### src/rtl/xgmii_pkg.sv
// Shared definitions for the XGMII transmit frame generator.
//   - XGMII control characters and preamble/SFD bytes
//   - Pre-built idle and start words (64-bit, lane 0 = [7:0])
//   - Frame generator state encoding
//   - payload_word(): eight consecutive incrementing payload bytes
package xgmii_pkg;

   localparam logic [7:0] XGMII_IDLE  = 8'h07;
   localparam logic [7:0] XGMII_START = 8'hFB;
   localparam logic [7:0] XGMII_TERM  = 8'hFD;
   localparam logic [7:0] XGMII_ERROR = 8'hFE;

   localparam logic [7:0] PREAMBLE = 8'h55;
   localparam logic [7:0] SFD      = 8'hD5;

   localparam logic [63:0] IDLE_WORD  = {8{XGMII_IDLE}};
   localparam logic [63:0] START_WORD = {SFD, {6{PREAMBLE}}, XGMII_START};

   typedef enum logic [2:0] {
      ST_IDLE,
      ST_START,
      ST_DATA,
      ST_TERM,
      ST_IFG
   } state_t;

   // Lane i carries (base + i) mod 256.
   function automatic logic [63:0] payload_word(input logic [7:0] base);
      logic [63:0] w;
      w = '0;
      for (int unsigned i = 0; i < 8; i++) begin
         w[8*i +: 8] = base + 8'(i);
      end
      return w;
   endfunction

endpackage

### src/rtl/xgmii_term_lane.sv
// Combinational builder of the XGMII terminate word.
//   rem    : remaining payload bytes in this word (len mod 8)
//   seed   : first payload byte of the frame
//   offset : payload byte index of lane 0 (mod 256)
//   txd    : lanes 0..rem-1 payload, lane rem = TERM, rest IDLE
//   txc    : control bits rem..7 set
module xgmii_term_lane
   import xgmii_pkg::*;
(
   input  logic [2:0]  rem,
   input  logic [7:0]  seed,
   input  logic [7:0]  offset,
   output logic [63:0] txd,
   output logic [7:0]  txc
);

   always_comb begin
      txd = '0;
      txc = '0;
      for (int unsigned i = 0; i < 8; i++) begin
         if (3'(i) < rem) begin
            txd[8*i +: 8] = seed + offset + 8'(i);
         end else if (3'(i) == rem) begin
            txd[8*i +: 8] = XGMII_TERM;
            txc[i]        = 1'b1;
         end else begin
            txd[8*i +: 8] = XGMII_IDLE;
            txc[i]        = 1'b1;
         end
      end
   end

endmodule

### src/rtl/xgmii_frame_gen.sv
// Transmit-side XGMII traffic source.
// Builds START/preamble/SFD, an incrementing-byte payload of cfg_len bytes
// starting at cfg_seed, a terminate word, then an idle gap of
// max(cfg_ifg, IFG_MIN) words. Single-shot, or continuous while
// cfg_continuous is high (seed increments per frame).
// Ports:
//   tx_clk, tx_rst (sync, active-low)
//   start, cfg_len, cfg_seed, cfg_ifg, cfg_continuous : request/config
//   xgmii_txd, xgmii_txc : XGMII TX bus (registered)
//   busy, done, len_err, frame_count : status (registered)
module xgmii_frame_gen
   import xgmii_pkg::*;
#(
   parameter int DATA_WIDTH = 64,
   parameter int CTRL_WIDTH = DATA_WIDTH / 8,
   parameter int LEN_WIDTH  = 14,
   parameter int MAX_LEN    = 9600,
   parameter int IFG_MIN    = 2
)
(
   input  logic                  tx_clk,
   input  logic                  tx_rst,
   input  logic                  start,
   input  logic [LEN_WIDTH-1:0]  cfg_len,
   input  logic [7:0]            cfg_seed,
   input  logic [7:0]            cfg_ifg,
   input  logic                  cfg_continuous,
   output logic [DATA_WIDTH-1:0] xgmii_txd,
   output logic [CTRL_WIDTH-1:0] xgmii_txc,
   output logic                  busy,
   output logic                  done,
   output logic                  len_err,
   output logic [15:0]           frame_count
);

   // state_q names the word currently on the bus; the combinational block
   // computes the following word so every output comes straight from a flop.
   state_t                  state_q, state_n;
   logic [LEN_WIDTH-1:0]    len_q, len_n;
   logic [7:0]              seed_q, seed_n;
   logic [7:0]              ifg_q, ifg_n;
   logic [LEN_WIDTH-4:0]    words_q, words_n;   // full data words still to send
   logic [7:0]              off_q, off_n;       // payload byte index of next word
   logic [7:0]              gap_q, gap_n;       // idle words left after current
   logic [DATA_WIDTH-1:0]   txd_q, txd_n;
   logic [CTRL_WIDTH-1:0]   txc_q, txc_n;
   logic                    busy_q, busy_n;
   logic                    done_q, done_n;
   logic                    len_err_q, len_err_n;
   logic [15:0]             count_q, count_n;

   logic                    len_ok;
   logic [7:0]              ifg_clamped;
   logic [63:0]             term_txd;
   logic [7:0]              term_txc;

   assign len_ok      = (cfg_len != '0) && (cfg_len <= LEN_WIDTH'(MAX_LEN));
   assign ifg_clamped = (cfg_ifg < 8'(IFG_MIN)) ? 8'(IFG_MIN) : cfg_ifg;

   xgmii_term_lane u_term (
      .rem    (len_q[2:0]),
      .seed   (seed_q),
      .offset (off_q),
      .txd    (term_txd),
      .txc    (term_txc)
   );

   always_comb begin
      state_n   = state_q;
      len_n     = len_q;
      seed_n    = seed_q;
      ifg_n     = ifg_q;
      words_n   = words_q;
      off_n     = off_q;
      gap_n     = gap_q;
      txd_n     = IDLE_WORD;
      txc_n     = '1;
      busy_n    = busy_q;
      done_n    = 1'b0;
      len_err_n = 1'b0;
      count_n   = count_q;

      case (state_q)
         ST_IDLE: begin
            busy_n = 1'b0;
            if (start) begin
               if (len_ok) begin
                  state_n = ST_START;
                  len_n   = cfg_len;
                  seed_n  = cfg_seed;
                  ifg_n   = ifg_clamped;
                  words_n = cfg_len[LEN_WIDTH-1:3];
                  off_n   = '0;
                  txd_n   = START_WORD;
                  txc_n   = 8'h01;
                  busy_n  = 1'b1;
               end else begin
                  len_err_n = 1'b1;
               end
            end
         end

         ST_START, ST_DATA: begin
            if (words_q != '0) begin
               state_n = ST_DATA;
               words_n = words_q - 1'b1;
               off_n   = off_q + 8'd8;
               txd_n   = payload_word(seed_q + off_q);
               txc_n   = '0;
            end else begin
               state_n = ST_TERM;
               txd_n   = term_txd;
               txc_n   = term_txc;
            end
         end

         ST_TERM: begin
            state_n = ST_IFG;
            gap_n   = ifg_q - 8'd1;
            if (ifg_q == 8'd1) begin
               done_n  = 1'b1;
               count_n = count_q + 16'd1;
            end
         end

         ST_IFG: begin
            if (gap_q != '0) begin
               gap_n = gap_q - 8'd1;
               if (gap_q == 8'd1) begin
                  done_n  = 1'b1;
                  count_n = count_q + 16'd1;
               end
            end else if (cfg_continuous) begin
               state_n = ST_START;
               seed_n  = seed_q + 8'd1;
               words_n = len_q[LEN_WIDTH-1:3];
               off_n   = '0;
               txd_n   = START_WORD;
               txc_n   = 8'h01;
            end else begin
               state_n = ST_IDLE;
               busy_n  = 1'b0;
            end
         end

         default: begin
            state_n = ST_IDLE;
            busy_n  = 1'b0;
         end
      endcase
   end

   always_ff @(posedge tx_clk) begin
      if (!tx_rst) begin
         state_q   <= ST_IDLE;
         len_q     <= '0;
         seed_q    <= '0;
         ifg_q     <= '0;
         words_q   <= '0;
         off_q     <= '0;
         gap_q     <= '0;
         txd_q     <= IDLE_WORD;
         txc_q     <= '1;
         busy_q    <= 1'b0;
         done_q    <= 1'b0;
         len_err_q <= 1'b0;
         count_q   <= '0;
      end else begin
         state_q   <= state_n;
         len_q     <= len_n;
         seed_q    <= seed_n;
         ifg_q     <= ifg_n;
         words_q   <= words_n;
         off_q     <= off_n;
         gap_q     <= gap_n;
         txd_q     <= txd_n;
         txc_q     <= txc_n;
         busy_q    <= busy_n;
         done_q    <= done_n;
         len_err_q <= len_err_n;
         count_q   <= count_n;
      end
   end

   assign xgmii_txd   = txd_q;
   assign xgmii_txc   = txc_q;
   assign busy        = busy_q;
   assign done        = done_q;
   assign len_err     = len_err_q;
   assign frame_count = count_q;

endmodule

### config.mk
export PLATFORM = sky130hd
export DESIGN_NAME = xgmii_frame_gen
export DESIGN_NICKNAME = d
export VERILOG_FILES = /design/src/rtl/xgmii_pkg.sv /design/src/rtl/xgmii_term_lane.sv /design/src/rtl/xgmii_frame_gen.sv
export SDC_FILE = /design/constraint.sdc
export NUM_CORES = 1
export LEC_CHECK = 0
export BUFFER_PORTS_ARGS = -buffer_cell sky130_fd_sc_hd__buf_2
export CAP_MARGIN = 30
export CORE_MARGIN = 2
export CORE_UTILIZATION = 50
export CTS_CLUSTER_DIAMETER = 100
export DETAILED_ROUTE_END_ITERATION = 12
export PLACE_DENSITY = 0.73
export SETUP_SLACK_MARGIN = 0.05
export SLEW_MARGIN = 20
export SYNTH_ARGS = -nofsm -noshare
export SYNTH_HDL_FRONTEND = slang
export SYNTH_SLANG_ARGS = --single-unit
### constraint.sdc
create_clock -name tx_clk -period 3.1 [get_ports tx_clk]
set_clock_uncertainty 0.2 [all_clocks]
set_input_delay 0.62 -clock tx_clk [delete_from_list [all_inputs] [get_ports tx_clk]]
set_output_delay 0.62 -clock tx_clk [all_outputs]
set_load 0.02 [all_outputs]
==> results of run 1 <==
logic make-up (layout without fill, tap and decap cells):
| logic type | Yosys count | count (layout) | share of synthesized area |
|---|---|---|---|
| simple gates | 310 | 310 | 0.208 |
| compound gates | 209 | 209 | 0.188 |
| flops | 148 | 148 | 0.419 |
| buf+inv | 72 | 205 | 0.0417 |
| xor+xnor | 58 | 58 | 0.0718 |
| fa+ha+maj | 23 | 23 | 0.0403 |
| mux | 22 | 22 | 0.0313 |
tightest hold or removal path: cells and delay by family:
kind	cells	cell delay [ns]
buffers and inverters	1	0.09
and+or+nand+nor	1	0.07
muxes	1	0.06
synthesized netlist by cell type (all sizes together), types with 4 or more instances:
master   number  area share
a2111oi       5       0.011
a211oi        9       0.011
a21o          4      0.0042
a21oi        65       0.047
a221oi        8      0.0099
and2          5      0.0044
and3          8      0.0071
buf          13       0.010
clkbuf       39       0.021
dfxtp       148        0.42
ha           22       0.039
inv          20       0.011
mux2i        21       0.030
nand2        88       0.048
nand2b        9      0.0080
nand3        34       0.025
nand4        13       0.012
nor2         99       0.053
nor3         18       0.013
nor3b         4      0.0042
nor4         11       0.011
o211ai        8      0.0085
o21ai        68       0.048
o311ai        4      0.0050
o31ai        11       0.012
or2           4      0.0035
or3           5      0.0044
or4           4      0.0053
xnor2        27       0.033
xor2         31       0.038
state kept, by name (all words and copies together), names as in the netlist:
| signal | flops |
|---|---|
| state_q | 3 |
| gap_q | 8 |
| seed_q | 8 |
| ifg_q | 8 |
| xgmii_txc | 8 |
| words_q | 11 |
| len_err | 1 |
| busy | 1 |
| len_q | 14 |
| xgmii_txd | 64 |
| frame_count | 16 |
| off_q | 5 |
| done | 1 |
report_power, final:
part / switching (uW) / internal (uW) / leakage [uW]
Combinational: 1580 / 840 / 0.00206
Sequential: 196 / 2200 / 0.00121
Clock: 776 / 1260 / 0.000289
Total: 2550 / 4300 / 0.00355
path summary, 6_finish.rpt:
check | from | end | slack (ns) | cells after the start
max | words_q[0] | xgmii_txd[60] | 0.32 | 7
min | cfg_ifg[4] | ifg_q[4] | 0.24 | 3
max reg2reg | words_q[0] | xgmii_txd[60] | 0.32 | 7
min reg2reg | gap_q[1] | gap_q[1] | 0.29 | 2
per-stage QoR:
stage / util / cell area, um2 / hold WS, ns
finish: 0.616 / 8520 / 0.238
global route: 0.616 / 8520 / 0.252
CTS: 0.616 / 8520 / 0.231
detailed placement: 0.574 / 7930 / 0.280
global placement: 0.574 / 7930 / 0.276
floorplan: - / 7070 / 0.258
cell type report:
class                      instances  share of cell area
clock inverter                     8              0.0118
timing repair buffer             154              0.0993
multi-input combinational        622               0.449
clock buffer                      23              0.0573
inverter                          20             0.00881
sequential                       148               0.348
tap                              180              0.0264
layer usage:
metal / vias to the layer above / track usage
met1: 3036 / 0.324
met2: 278 / 0.406
met4: 0 / 0.0898
met3: 42 / 0.0512
li1: 3222 / -
met5: - / 0
==> flow_summary.json, run 1 <==
{
  "status": "completed",
  "cp_common_cell": "o21ai_0",
  "syn2layout_area_growth_pct": 20.4,
  "numCtsBuffers": 17,
  "antenna_left": 0,
  "drive_gt1_frac": 0.214,
  "finalSetupTns_ns": 0,
  "cts_root_buf": "clkbuf_16",
  "diodes": 0,
  "cts_resized": 0,
  "initial_utilization": 0.512,
  "power_density_mw_per_mm2": 804,
  "timing.fmax_mhz": 360,
  "grt-ovfl-total": 0,
  "vias_per_cell": 5.70,
  "syn-num-nets": 898,
  "fin_nets": 1019,
  "dr.pass1.iters": 6,
  "cts_hold_buf": 0,
  "synth_area_mm2": 0.00707,
  "cp_slowest_cell": "o21ai_0",
  "antenna_found_initial": 0,
  "track_usage": 0.248,
  "crit_family": "compound AO/OA/AOI/OAI gates",
  "ys.warnings.count": 0,
  "dp_hpwl_um": 13400,
  "wl_met1_um": 8130,
  "synth_cell_types": 66,
  "hold_violations": 0,
  "crit_chain": "inv_1 -> ha_1 -> nor4b_1 -> buf_4 -> nand3_2 -> o21ai_0 -> o21ai_0",
  "synth_ff_type": "dfxtp_1",
  "wl_per_cell_um": 16.0,
  "dr_wl_met2_um": 8550,
  "rsz0062_at_grt": "false",
  "synthCells": 842,
  "min_period_ns": 2.78,
  "setup_violations": 0,
  "numPortBuffers": 124,
  "post-place-ws_ns": 0.119,
  "ys_async_sr_fraction": 0,
  "critPathMaxFanout": 10,
  "post-place-cells": 1124,
  "grt_max_degree": 48,
  "yosysSeqAreaShare": 0.419,
  "seq_area_mm2": 0.00296,
  "worstSkewPairLatency_ns": 0.43,
  "die_x_um": 123,
  "drv_slew": 0,
  "core_mm2": 0.0138,
  "cts_tree": "yes",
  "fillers": 1228,
  "synth_edf_count": 0,
  "io_pins": 125,
  "arrival_ns": 2.85,
  "vdd_drop_max_mv": 0.408,
  "maxCapViolations": 0,
  "p_total_uw": 6850,
  "cts.clk_slew.worst_paths_ns": 0.06,
  "cp.required_ns": 3.17,
  "slew-limit-headroom": 0.409,
  "grt_pass1_vias": 5907,
  "final_common_cell": "dfxtp_1",
  "wl_um": 18500,
  "dieArea_mm2": 0.0151,
  "top_layer_used": "met4",
  "drc": 0,
  "drtIter0Drc": 608,
  "fin_crit_sh": 0.897,
  "hold_class": "in2reg",
  "layout_setup_ws_ns": 0.320,
  "row_count": 43,
  "clock_sinks": 148,
  "place_congestion": 0.960,
  "tightest_slew_ns": 0.877,
  "cts_setup_buffers": 0,
  "die_y_um": 123,
  "slowest_delay_ns": 0.80,
  "postSynthAreaPerCell_um2": 8.40,
  "yosys_register_bits": 148,
  "worst_setup_path_end_kind": "flip-flop",
  "instances_no_fill": 1155,
  "worst-setup-path-type": "reg2reg",
  "htree_levels": 4,
  "cts.path.max_buffers": 2,
  "final_cell_mix": "dfxtp_1, buf_2, nor2_1",
  "critPathBufInv": 2,
  "detailroute.via_count": 6578,
  "multi_input_area_mm2": 0.00382,
  "grt_pass1_wl_um": 29500,
  "leakage_uw": 0.00355,
  "met3_length_um": 1340,
  "cp-start-kind": "flip-flop"
}
Note: power is estimated with default switching activity, not from simulation.
==> run 2, diff against run 1 <==
--- a/config.mk
+++ b/config.mk
@@ -8,10 +8,10 @@
 export BUFFER_PORTS_ARGS = -buffer_cell sky130_fd_sc_hd__buf_2
 export CAP_MARGIN = 30
 export CORE_MARGIN = 2
-export CORE_UTILIZATION = 50
+export CORE_UTILIZATION = 53
 export CTS_CLUSTER_DIAMETER = 100
 export DETAILED_ROUTE_END_ITERATION = 12
-export PLACE_DENSITY = 0.73
+export PLACE_DENSITY = 0.76
 export SETUP_SLACK_MARGIN = 0.05
 export SLEW_MARGIN = 20
 export SYNTH_ARGS = -nofsm -noshare
==> flow_summary.json, run 2 (synthesized netlist as in run 1, its figures left out) <==
{
  "fin_crit_sh": 0.850,
  "arrival_ns": 2.78,
  "wl_per_cell_um": 16.3,
  "drv_slew": 0,
  "track_usage": 0.267,
  "hold_class": "in2reg",
  "io_pins": 125,
  "largest_reg_flops": 64,
  "drc": 0,
  "grt_pass1_vias": 6175,
  "cts.path.max_buffers": 2,
  "hold_ws_ns": 0.240,
  "worst-setup-path-type": "reg2reg",
  "reg2reg_slack_ns": 0.46,
  "tightest_slew_ns": 0.879,
  "htree_levels": 4,
  "diodes": 0,
  "finalSetupTns_ns": 0,
  "place_congestion": 0.979,
  "min_period_ns": 2.64,
  "grt_pass1_wl_um": 30300,
  "row_count": 42,
  "cts_hold_buf": 0,
  "die_x_um": 120,
  "grt-ovfl-total": 0,
  "dieArea_mm2": 0.0143,
  "dp_hpwl_um": 13500,
  "rsz0062_at_grt": "false",
  "worstRegToRegCells": 8,
  "detailroute.via_count": 6650,
  "cp-start-kind": "flip-flop",
  "hold_end": "ifg_q[5]",
  "syn2layout_area_growth_pct": 20.2,
  "antenna_found_initial": 0,
  "cts_tree": "yes",
  "worst_setup_path_end_kind": "flip-flop",
  "status": "completed",
  "die_y_um": 120,
  "cts.clk_slew.worst_paths_ns": 0.06,
  "hold_depth": 3,
  "final_cell_mix": "dfxtp_1, buf_2, nor2_1",
  "power_density_mw_per_mm2": 790,
  "dr_wl_met2_um": 8610,
  "top_layer_used": "met4",
  "dr.pass1.iters": 5,
  "hold_violations": 0,
  "r2r-end": "xgmii_txd[14]",
  "r2r_start": "seed_q[4]",
  "drive_gt1_frac": 0.219,
  "drtIter0Drc": 600,
  "vdd_drop_max_mv": 0.571,
  "numCtsBuffers": 17,
  "wl_um": 18800,
  "cts_setup_buffers": 0,
  "critPathMaxFanout": 9,
  "maxCapViolations": 0,
  "grt_max_degree": 41,
  "final_common_cell": "dfxtp_1",
  "numPortBuffers": 124,
  "met3_length_um": 1190,
  "cts_root_buf": "clkbuf_16",
  "initial_utilization": 0.538,
  "cp.required_ns": 3.24,
  "antenna_left": 0,
  "vias_per_cell": 5.75,
  "slew-limit-headroom": 0.410,
  "setup_violations": 0,
  "clock_sinks": 148,
  "worstSkewPairLatency_ns": 0.43,
  "cts_resized": 0,
  "leakage_uw": 0.00355,
  "core_mm2": 0.0131,
  "fin_nets": 1024,
  "wl_met1_um": 8360,
  "timing.fmax_mhz": 379,
  "hp-start": "cfg_ifg[5]"
}
run 2: metrics by stage:
step                utilization  std cells  total power (uW)  setup slack (ns)  instance area, um2
floorplan                     -        842              4030             0.512                7070
global placement          0.607       1125              4810             0.154                7980
detailed placement        0.607       1125              4840             0.118                7980
CTS                       0.647       1157              6700             0.481                8510
global route              0.647       1157              7060             0.179                8510
finish                    0.647       1157              6720             0.465                8510
run 2: layout make-up:
| cell class | instances | area (um2) |
|---|---|---|
| clock inverter | 13 | 97.6 |
| clock buffer | 19 | 433 |
| inverter | 20 | 75.1 |
| sequential | 148 | 2960 |
| multi-input combinational | 622 | 3820 |
| tap | 176 | 220 |
| timing repair buffer | 159 | 896 |
| fill | 1158 | 4630 |
run 2: per-layer routing:
| metal | up-vias | GRT usage |
|---|---|---|
| met4 | 0 | 0.143 |
| li1 | 3230 | - |
| met1 | 3081 | 0.338 |
| met2 | 294 | 0.425 |
| met3 | 45 | 0.0570 |
| met5 | - | 0 |
run 2: worst max-delay path, cell delays in order (launching register included):
cell,delay [ns]
dfxtp_1,0.36
ha_1,0.33
a21o_1,0.17
a21oi_1,0.09
xnor2_1,0.70
buf_4,0.31
xnor2_1,0.13
nor2_1,0.06
o21ai_0,0.19
run 2: power breakdown:
group | switching [uW] | internal (uW)
Sequential | 200 | 2200
Clock | 829 | 1030
Combinational | 1590 | 870
Total | 2620 | 4100
run 2: how the worst max path moves through the flow:
stage,startpoint,to,slack (ns)
global route,words_q[0],xgmii_txd[4],0.18
global placement,cfg_len[0],xgmii_txd[20],0.15
detailed placement,cfg_len[0],xgmii_txd[44],0.12
finish,seed_q[4],xgmii_txd[14],0.46
floorplan,cfg_len[0],len_q[5],0.51
CTS,seed_q[4],xgmii_txd[14],0.48
